--- src/rtl/regfile_arb_pkg.sv ---
// Shared definitions for the register-file read arbiter.
//   ADDR_W_DEF / DATA_W_DEF : default register address / data widths
//   REG_ZERO                : architectural zero register number
//   rsp_t                   : response record {id, data} for downstream clients
package regfile_arb_pkg;

  localparam int unsigned ADDR_W_DEF = 5;
  localparam int unsigned DATA_W_DEF = 32;
  // Wide enough for the largest supported requester count (8).
  localparam int unsigned ID_W_MAX   = 3;

  localparam logic [4:0] REG_ZERO = 5'd0;

  typedef struct packed {
    logic [ID_W_MAX-1:0]   id;
    logic [DATA_W_DEF-1:0] data;
  } rsp_t;

endpackage

--- src/rtl/rr_arbiter.sv ---
// Combinational round-robin arbiter.
//   req    in   NUM_REQ            request vector
//   ptr    in   $clog2(NUM_REQ)    highest-priority requester this cycle
//   gnt    out  NUM_REQ            one-hot grant (all 0 when no request)
//   gnt_id out  $clog2(NUM_REQ)    index of granted requester
//   any    out  1                  at least one request present
module rr_arbiter #(
  parameter int unsigned NUM_REQ = 4
) (
  input  logic [NUM_REQ-1:0]         req,
  input  logic [$clog2(NUM_REQ)-1:0] ptr,
  output logic [NUM_REQ-1:0]         gnt,
  output logic [$clog2(NUM_REQ)-1:0] gnt_id,
  output logic                       any
);

  localparam int unsigned IdW = $clog2(NUM_REQ);

  int unsigned idx;

  // Scan from ptr upward, wrapping, and take the first valid requester.
  always_comb begin
    gnt    = '0;
    gnt_id = '0;
    any    = 1'b0;
    idx    = 0;
    for (int unsigned off = 0; off < NUM_REQ; off++) begin
      idx = (32'(ptr) + off) % NUM_REQ;
      if (!any && req[idx]) begin
        any      = 1'b1;
        gnt[idx] = 1'b1;
        gnt_id   = IdW'(idx);
      end
    end
  end

endmodule

--- src/rtl/regfile_read_arbiter.sv ---
// Shares one register-file read port among NUM_REQ requesters.
// Round-robin grant with valid/ready handshake, a registered select stage (A)
// driving the read mux, and a registered response stage (R).
// Build option: REGFILE_ARB_BYPASS_EN forwards a same-cycle register-file write
// to the response when it targets the register being read.
//   Clk        in   clock
//   Rst        in   asynchronous active-high reset
//   req_valid  in   per-requester read request
//   req_addr   in   per-requester register number, requester i at [i*ADDR_W +: ADDR_W]
//   req_ready  out  one-hot grant
//   S          out  registered select to read mux
//   Y          in   read mux data for S
//   wr_en/wr_addr/wr_data  in  register-file write port snoop (bypass only)
//   rsp_valid/rsp_id/rsp_data  out  response; rsp_ready in  consumer accept
module regfile_read_arbiter
  import regfile_arb_pkg::*;
#(
  parameter int unsigned NUM_REQ = 4,
  parameter int unsigned ADDR_W  = ADDR_W_DEF,
  parameter int unsigned DATA_W  = DATA_W_DEF
) (
  input  logic                        Clk,
  input  logic                        Rst,
  input  logic [NUM_REQ-1:0]          req_valid,
  input  logic [NUM_REQ*ADDR_W-1:0]   req_addr,
  output logic [NUM_REQ-1:0]          req_ready,
  output logic [ADDR_W-1:0]           S,
  input  logic [DATA_W-1:0]           Y,
  input  logic                        wr_en,
  input  logic [ADDR_W-1:0]           wr_addr,
  input  logic [DATA_W-1:0]           wr_data,
  output logic                        rsp_valid,
  output logic [$clog2(NUM_REQ)-1:0]  rsp_id,
  output logic [DATA_W-1:0]           rsp_data,
  input  logic                        rsp_ready
);

  localparam int unsigned IdW = $clog2(NUM_REQ);

  // Pipeline state
  logic              sel_valid_q;
  logic [ADDR_W-1:0] s_q;
  logic [IdW-1:0]    sel_id_q;
  logic              rsp_valid_q;
  logic [IdW-1:0]    rsp_id_q;
  logic [DATA_W-1:0] rsp_data_q;
  logic [IdW-1:0]    ptr_q;

  logic [NUM_REQ-1:0] gnt;
  logic [IdW-1:0]     win_id;
  logic               any_req;
  logic               advance;
  logic               accept;
  logic [ADDR_W-1:0]  win_addr;
  logic [IdW-1:0]     ptr_next;
  logic [DATA_W-1:0]  rd_data;

  rr_arbiter #(
    .NUM_REQ (NUM_REQ)
  ) u_rr_arbiter (
    .req    (req_valid),
    .ptr    (ptr_q),
    .gnt    (gnt),
    .gnt_id (win_id),
    .any    (any_req)
  );

  // Both stages move together; a stalled response freezes everything.
  assign advance   = !rsp_valid_q || rsp_ready;
  assign accept    = advance && any_req && !Rst;
  assign req_ready = (advance && !Rst) ? gnt : '0;
  assign win_addr  = req_addr[32'(win_id)*ADDR_W +: ADDR_W];
  assign ptr_next  = (32'(win_id) == NUM_REQ - 1) ? '0 : win_id + 1'b1;

  // Value captured into the response on the R-load edge.
  always_comb begin
    rd_data = Y;
    if (s_q == ADDR_W'(REG_ZERO)) begin
      rd_data = '0;
    end
`ifdef REGFILE_ARB_BYPASS_EN
    else if (wr_en && (wr_addr == s_q)) begin
      rd_data = wr_data;
    end
`endif
  end

`ifndef REGFILE_ARB_BYPASS_EN
  logic unused_wr;
  assign unused_wr = ^{wr_en, wr_addr, wr_data};
`endif

  always_ff @(posedge Clk or posedge Rst) begin
    if (Rst) begin
      sel_valid_q <= 1'b0;
      s_q         <= '0;
      sel_id_q    <= '0;
      rsp_valid_q <= 1'b0;
      rsp_id_q    <= '0;
      rsp_data_q  <= '0;
      ptr_q       <= '0;
    end else if (advance) begin
      sel_valid_q <= accept;
      // S only changes on an accept so the read mux stays quiet when idle.
      if (accept) begin
        s_q      <= win_addr;
        sel_id_q <= win_id;
        ptr_q    <= ptr_next;
      end
      rsp_valid_q <= sel_valid_q;
      if (sel_valid_q) begin
        rsp_id_q   <= sel_id_q;
        rsp_data_q <= rd_data;
      end
    end
  end

  assign S         = s_q;
  assign rsp_valid = rsp_valid_q;
  assign rsp_id    = rsp_id_q;
  assign rsp_data  = rsp_data_q;

endmodule

--- config.mk ---
export PLATFORM = sky130hd
export DESIGN_NAME = regfile_read_arbiter
export DESIGN_NICKNAME = d
export VERILOG_FILES = /design/src/rtl/regfile_arb_pkg.sv /design/src/rtl/rr_arbiter.sv /design/src/rtl/regfile_read_arbiter.sv
export SDC_FILE = /design/constraint.sdc
export NUM_CORES = 1
export LEC_CHECK = 0
export ABC_AREA = 1
export BUFFER_PORTS_ARGS = -buffer_cell sky130_fd_sc_hd__buf_2
export CORE_UTILIZATION = 46
export CTS_BUF_LIST = sky130_fd_sc_hd__clkbuf_2
export DETAILED_ROUTE_END_ITERATION = 10
export PLACE_DENSITY = 0.81
export SYNTH_ARGS = -nofsm -noshare
export SYNTH_HDL_FRONTEND = slang
export SYNTH_SLANG_ARGS = --single-unit
export TNS_END_PERCENT = 10
--- constraint.sdc ---
create_clock -name Clk -period 2.7 [get_ports Clk]
set_input_delay 0.135 -clock Clk [delete_from_list [all_inputs] [get_ports Clk]]
set_output_delay 0.135 -clock Clk [all_outputs]
set_load 0.01 [all_outputs]
Word level (Yosys, flattened, before mapping)
Cells that the tools add are included.

operators by class
  add/subtract/negate cells = 4
  multiply operators = 1
  div/mod/pow operators = 0
  $lt $le $gt $ge = 8
  equality and inequality tests = 1
  shift operators = 1
  mux-type cells = 31
  bitwise gates (word level) = 3
  reductions and logical operators = 19

operators with widths
  operator             count
  $mux 32              1
  $mux 4               5
  $shiftx 20x6->5      1
  $lt 2x3->1 const B   4
  $mux 1               12
  $or 4x4->4           3
  $logic_and 1x1->1    10
  $mux 2               5
  $bmux 1 s2           4
  $demux 1 s2          4
  $ge 2x1->1 const B   4
  $logic_not 1->1      5
  $logic_not 5->1      1
  $mul 2x3->5 const B  1
  $add 2x1->2 const B  2
  $add 2x2->2 const B  2
  $reduce_and 2->1     2
  $eq 2x2->1 const B   1
  $logic_or 1x1->1     1

word-level totals
  flip-flop bits (word level) = 45
  bits in latches = 0
  bits in writable memories = 0
  bits in read-only memories = 0
  bits of input ports = 97
  word-level logic and storage cells = 75
  memories kept = 0

Longest topological paths before layout
Gate-level depths: netlist (run 1).

  depth after elaboration = 15
  mapped depth = 14
  mapped depth without buffers = 14

By module
From an unflattened synthesis (run 1), not the netlist that was laid out.

second synthesis, totals
  cells, all modules = 339
  area total of the unflattened synthesis = 2518.7 µm²

modules (own cells, without submodules)
  module                instances  cells an instance  area each (µm²)  seq. area each (µm²)
  regfile_read_arbiter  1          265                2078.2           1126.1
  rr_arbiter            1          74                 440.4            0.0

Least setup slack after synthesis (run 1)
No wires, ideal clock.

  kind = flip-flop to flip-flop
  from = reg ptr_q[0]
  to = reg ptr_q[1]
  library setup time = 0.126 ns
  arrival time = 2.096 ns
  path slack = 0.478 ns
  cell stages (with the launch flop) = 13
  buffers on the path = 0
  path through = dfrtp_1 inv_2 ha_1 inv_1 nand2_1 nand2_2 nor2_8 nand3b_1 nor2_1 nor2_2 ha_1 nand2_1 o21ai_1

RTL lines
  what                                                  line                         text
  from (decl)                                           regfile_read_arbiter.sv:47   logic [IdW-1:0] ptr_q;
  from (signal assigned)                                regfile_read_arbiter.sv:108  ptr_q <= ptr_next;
  branches (longest 11 deep; another with $add 2x1->2)  -
  $mux 2 (*)                                            rr_arbiter.sv:29             if (!any && req[idx]) begin
  via u_rr_arbiter.gnt_id[1]                            rr_arbiter.sv:13             output logic [$clog2(NUM_REQ)-1:0] gnt_id,
  $add 2x1->2 or $eq 2x2->1 (tied branches)             regfile_read_arbiter.sv:73   assign ptr_next = (32'(win_id) == NUM_REQ - 1) ? '0 : win_id + 1'b1;
  $mux 2 (*)                                            regfile_read_arbiter.sv:73
  via ptr_next[1]                                       regfile_read_arbiter.sv:55   logic [IdW-1:0] ptr_next;

Mark *: on every way through the listed nets, which the timed path passes. The select of a mux whose other input is x is not followed.
A chain may end at the register's enable or synchronous reset.

Final worst setup path (run 1)
  from = reg ptr_q[0]
  to = out req_ready[2]

between the ends
  cells in the longest elaborated chain, start to end = 13

RTL lines
  what                                                 line                        text
  branches (longest 11 deep; another with $lt 2x3->1)  -
  $mux 4 (*)                                           rr_arbiter.sv:29
  $mux 4 (*)                                           regfile_read_arbiter.sv:71  assign req_ready = (advance && !Rst) ? gnt : '0;
  to (decl)                                            regfile_read_arbiter.sv:26  output logic [NUM_REQ-1:0] req_ready,

Every way passes the cells marked *. The select of a mux whose other input is x is not followed.

==> qor.yml, run 1 <==
drive_gt1_frac: 0.2957
rsz0062_at_grt: "no"
firstDrtPassIters: 4
clockBufferDepth: 2
skew_ns: 0.02135
synth.yosys.seq_area_share: 0.4418
async_reset_ff_frac: 1.000
synth_edf_count: 0
wl_per_cell_um: 12.90
htreeDepth: 2
hold_violations: 0
initial_core_util: 0.4897
die_h_um: 76.44
syn_nets: 450
drv_cap: 0
wirelength_mm: 7.186
syn_to_final_growth_pct: 40.45
yosys_most_used_dff: "dfrtp_1"
vias: 2756
grt_max_degree: 46
critPathLaunchType: "flip-flop"
fin_crit_sh: 0.9188
critPathCaptureType: "output port"
die_x_um: 76.44
coreArea_um2: 5205
postRouteAntennaNets: 0
grt_pass1_vias: 2588
worstMarginPinSlew_ns: 0.9796
ir_drop_mv: 0.7542
gp_congestion: 0.8846
critPathKind: "reg2out"
finalSetupViolCount: 0
cts_tree: "yes"
crit_path_max_fanout: 6
clockRootBuffer: "clkbuf_2"
syn_area_um2: 2549
grt_remaining_overflow: 0
grt_pass1_wl_mm: 11.76
p_clk_frac: 0.090
ios: 141
nets: 591
rows: 26
drc_errors: 0
cts_sinks: 45
grt_usage: 0.2505
portBuffers: 102
vias_per_cell: 4.948
outcome: "complete, no violations"
p_leak_nw: 2.120
required_ns: 2.57
die_area_um2: 5842
syn_avg_cell_area_um2: 7.388
synth_cell_types: 29
seqPwrFrac: 0.283
slowest_stage: "dfrtp_1"
max_stage_delay_ns: 0.42
worstPathCellList: "inv_2 -> ha_2 -> inv_1 -> nand2_1 -> nand2_2 -> nor2_8 -> nand3b_1 -> buf_4 -> o21ai_0 -> nand2_1 -> inv_1 -> buf_2"
fmax_mhz: 403.1
layout_min_cycle_time_ns: 2.481
cts_buffers: 5
cp_data_arrival_time_ns: 2.35
hold_class: "in2reg"
power.density_nw_per_um2: 1149
drtIter0Drc: 136
hpwl_mm: 4.692
synth-seq-cells: 45
p_switching_mw: 2.005
synth_cells: 345
comb_power_share: 0.627
antenna_found_initial: 0
yosys_warnings: 0
clk_latency_ns: 0.40
clkTransAtPathRegs_ns: 0.22
fin_area_um2: 3580
power.internal_mw: 2.110
fillers: 420
worst_slew_margin_rel: 0.3454
antenna_cells: 0
setup_tns_ns: 0
slew_violations: 0
p_sw_frac: 0.4873
postPlaceCellArea_um2: 3159
==> cells in the final DEF (no fill, tap or decap), drive strengths merged, types with 6 or more instances in the layout <==
cell type	instances
clkbuf	6
buf	111
inv	48
nor2	12
o21ai	11
nand4	9
nand3	54
nand2	134
dfrtp	45
ha	8
dlygate4sd3	34
==> synthesized netlist by cell type (3+ instances only) <==
cell      instances  area, um2
ha_1              8      100.1
inv_1            45      168.9
nand2_1         123      461.7
nand3_2           3      30.03
o22ai_1           3      18.77
inv_2             3      11.26
nor2_1           10      37.54
nand4_1           9      56.30
clkbuf_1          9      33.78
o21ai_1           3      15.01
nand2_2          10      62.56
dfrtp_1          45       1126
nand3_1          50      250.2
a21oi_1           3      15.01
o21ai_0           7      35.03
==> metal layers <==
| metal | wire [um] | global-route usage |
|---|---|---|
| met5 | 0 | 0 |
| met4 | 82 | 0.07115 |
| met3 | 387 | 0.04072 |
| met2 | 3688 | 0.4640 |
| met1 | 3027 | 0.2959 |
==> metrics by stage <==
stage          worst slack, ns  power, mW  utilization  hold WS [ns]  instances
2_1_floorplan           0.4778      2.903            -        0.2727        345
3_3_place_gp            0.4086      3.558       0.6070        0.3586        514
3_5_place_dp            0.3131      3.646       0.6070        0.3625        514
4_1_cts                0.03840      4.062       0.6858       0.04579        556
5_1_grt               0.008614      4.499       0.6877       0.06228        557
6_report                0.2192      4.115       0.6877       0.06648        557
==> cells by family after synthesis <==
group	after synthesis	synth area share
and+or+nand+nor	211	0.3790
AOI/OAI and AO/OA	21	0.04811
buffers and inverters	60	0.09180
DFF	45	0.4418
adders and majority gates	8	0.03928
==> what timing repair did <==
item,CTS,global route
resized for setup,1,1
setup endpoints to repair,2,4
setup buffers,0,1
hold endpoints to repair,78,0
hold buffers,34,0
==> flip-flops by register name (all words and copies together), names as in the netlist <==
name and flops:
S 5, ptr_q 2, rsp_data 32, rsp_id 2, rsp_valid 1, sel_id_q 2
sel_valid_q 1
==> path summary, 6_finish.rpt <==
path | startpoint | slack (ns) | cells after the start | to
min in group asynchronous | Rst | 0.45 | 3 | rsp_data[31]
max in group asynchronous | Rst | 1.62 | 3 | ptr_q[1]
min reg2reg | rsp_data[0] | 0.51 | 2 | rsp_data[0]
max reg2reg | ptr_q[1] | 0.52 | 12 | ptr_q[1]
max | ptr_q[0] | 0.22 | 12 | req_ready[2]
min | req_addr[18] | 0.07 | 5 | S[3]
==> cell type report <==
cell class	count	area, um2	area share
Inverter	49	183.9	0.05138
Multi-Input combinational cell	240	1194	0.3334
Sequential cell	45	1127	0.3149
Clock inverter	2	38.79	0.01084
Timing Repair Buffer	145	918.4	0.2566
Tap cell	70	87.58	0.02447
Clock buffer	6	30.03	0.008389
==> critical path, delay by kind of cell, from the launching register on <==
kind,cells,cell delay [ns]
AO/OA/AOI/OAI,1,0.20
adder cells (fa/ha/maj),1,0.37
buffers and inverters,5,0.46
flip-flops,1,0.42
AND/OR/NAND/NOR,5,0.51
==> power by group through the flow <==
stage / logic [mW] / clock network, mW / registers, mW
final: 2.58 / 0.371 / 1.16
after global routing: 2.90 / 0.402 / 1.20
after CTS: 2.52 / 0.381 / 1.16
after detailed placement: 2.47 / 0 / 1.18
after global placement: 2.40 / 0 / 1.16
after floorplan: 1.58 / 0 / 1.32
Note: power is estimated with default switching activity, not from simulation.
==> inputs of run 2 (changes only) <==
- CTS_BUF_LIST: sky130_fd_sc_hd__clkbuf_2 -> sky130_fd_sc_hd__clkbuf_4
==> run 2 against run 1 <==
Compared with the run above: the run now ends with hold timing left; via count shrank 2.8%; highest routed layer unchanged; clock skew is 0.014 ns lower; critical path type unchanged; cell count shrank 3.8%; count of clock-buffer cells in the layout did not move.
==> qor.yml, run 2 (synthesis results as in run 1) <==
portBuffers: 102
skew_ns: 0.007707
drtIter0Drc: 134
worstPathCellList: "inv_2 -> ha_1 -> inv_1 -> nand2_1 -> nand2_2 -> nor2_8 -> nand3b_1 -> buf_4 -> o21ai_0 -> nand2_1 -> inv_1 -> buf_2"
postRouteAntennaNets: 0
wl_per_cell_um: 12.19
antenna_cells: 0
grt_pass1_vias: 2415
fmax_mhz: 408.2
fin_area_um2: 3382
drv_cap: 0
worstMarginPinSlew_ns: 1.000
layout_commonest_cell: "nand2_1"
drive_gt1_frac: 0.3069
reg2reg_depth: 12
layout_min_cycle_time_ns: 2.450
cts_sinks: 45
hold-worst-slack_ns: -0.02281
vias_per_cell: 4.996
grt_remaining_overflow: 0
rows: 26
initial_core_util: 0.4897
antenna_found_initial: 0
cp_num_buf_inv: 5
firstDrtPassIters: 4
grt_max_degree: 46
grt_pass1_wl_mm: 10.83
gp_congestion: 0.8846
clkTransAtPathRegs_ns: 0.12
die_h_um: 76.44
outcome: "finished with violations"
hold_violations: 45
die_area_um2: 5842
cp.depth: 12
hold_class: "in2async"
syn_to_final_growth_pct: 32.70
die_x_um: 76.44
fin_crit_sh: 0.9072
grt_usage: 0.2294
path_delay_family: "simple AND/OR/NAND/NOR gates"
fillers: 459
cts_tree: "yes"
critPathCaptureType: "output port"
hpwl_mm: 4.692
max_stage_delay_ns: 0.39
layout_common_cells: "nand2_1 (123), buf_2 (102), nand3_1 (50)"
power.density_nw_per_um2: 1210
violations: "hold timing"
critPathLaunchType: "flip-flop"
clockRootBuffer: "clkbuf_4"
clk_latency_ns: 0.35
htreeDepth: 2
largest_register_ffs: 32
drc_errors: 0
cp_data_arrival_time_ns: 2.31
required_ns: 2.57
wirelength_mm: 6.532
setup_tns_ns: 0
crit_path_max_fanout: 6
fin_ws_ns: 0.2505
p_leak_nw: 2.037
critPathKind: "reg2out"
finalSetupViolCount: 0
slowest_stage: "dfrtp_1"
ios: 141
slew_violations: 0
nets: 570
postPlaceCellArea_um2: 3159
ir_drop_mv: 0.7549
cts_buffers: 5
dp_worst_setup_slack_ns: 0.3131
vias: 2678
coreArea_um2: 5205
rsz0062_at_grt: "no"
clockBufferDepth: 2
worst_slew_margin_rel: 0.3317
-- run 2: cell types whose count changed in the layout (fill, tap and decap cells not counted), sizes merged --
| cell | previous run | this run |
|---|---|---|
| dlygate4sd3 | 34 | 13 |
-- run 2: metrics by stage --
stage	total power [mW]	std cells	util
floorplan	2.903	345	-
global placement	3.558	514	0.6070
detailed placement	3.646	514	0.6070
CTS	4.081	533	0.6442
global route	4.491	536	0.6498
finish	4.093	536	0.6498
-- run 2: final cells by class --
| class | instances | area (um2) | share of cell area |
|---|---|---|---|
| Multi-Input combinational cell | 240 | 1191 | 0.3522 |
| Sequential cell | 45 | 1127 | 0.3333 |
| Timing Repair Buffer | 124 | 708.2 | 0.2094 |
| Inverter | 49 | 183.9 | 0.05438 |
| Tap cell | 70 | 87.58 | 0.02590 |
| Clock buffer | 6 | 45.04 | 0.01332 |
| Clock inverter | 2 | 38.79 | 0.01147 |
-- run 2: power by group --
| group | switching (mW) | internal, mW |
|---|---|---|
| clock | 0.202 | 0.207 |
| combinational | 1.60 | 0.933 |
| sequential | 0.164 | 0.992 |
| total | 1.96 | 2.13 |
-- run 2: worst paths after layout --
kind                                   start            to  slack [ns]
worst max-delay path                ptr_q[0]  req_ready[2]        0.25
worst min-delay path                     Rst   sel_valid_q       -0.02
worst max register to register      ptr_q[0]      ptr_q[1]        0.49
worst min register to register  rsp_data[25]  rsp_data[25]        0.49
max in group asynchronous                Rst      ptr_q[1]        2.12
min in group Clk                       Y[16]  rsp_data[16]        0.02
-- run 2: layer usage --
| layer | wire [um] | up-vias | global-route usage | share of wire |
|---|---|---|---|---|
| li1 | - | 1325 | - | - |
| met1 | 2836 | 1217 | 0.2875 | 0.43 |
| met2 | 3120 | 118 | 0.3901 | 0.48 |
| met3 | 402 | 18 | 0.04431 | 0.062 |
| met4 | 173 | 0 | 0.08654 | 0.026 |
| met5 | 0 | - | 0 | 0 |
-- run 2: what timing repair did --
action / CTS / global route
hold buffers: 11 / 2
buffers inserted: 0 / 1
setup endpoints to repair: 0 / 4
hold endpoints to repair: 11 / 2
resized for setup: 0 / 1
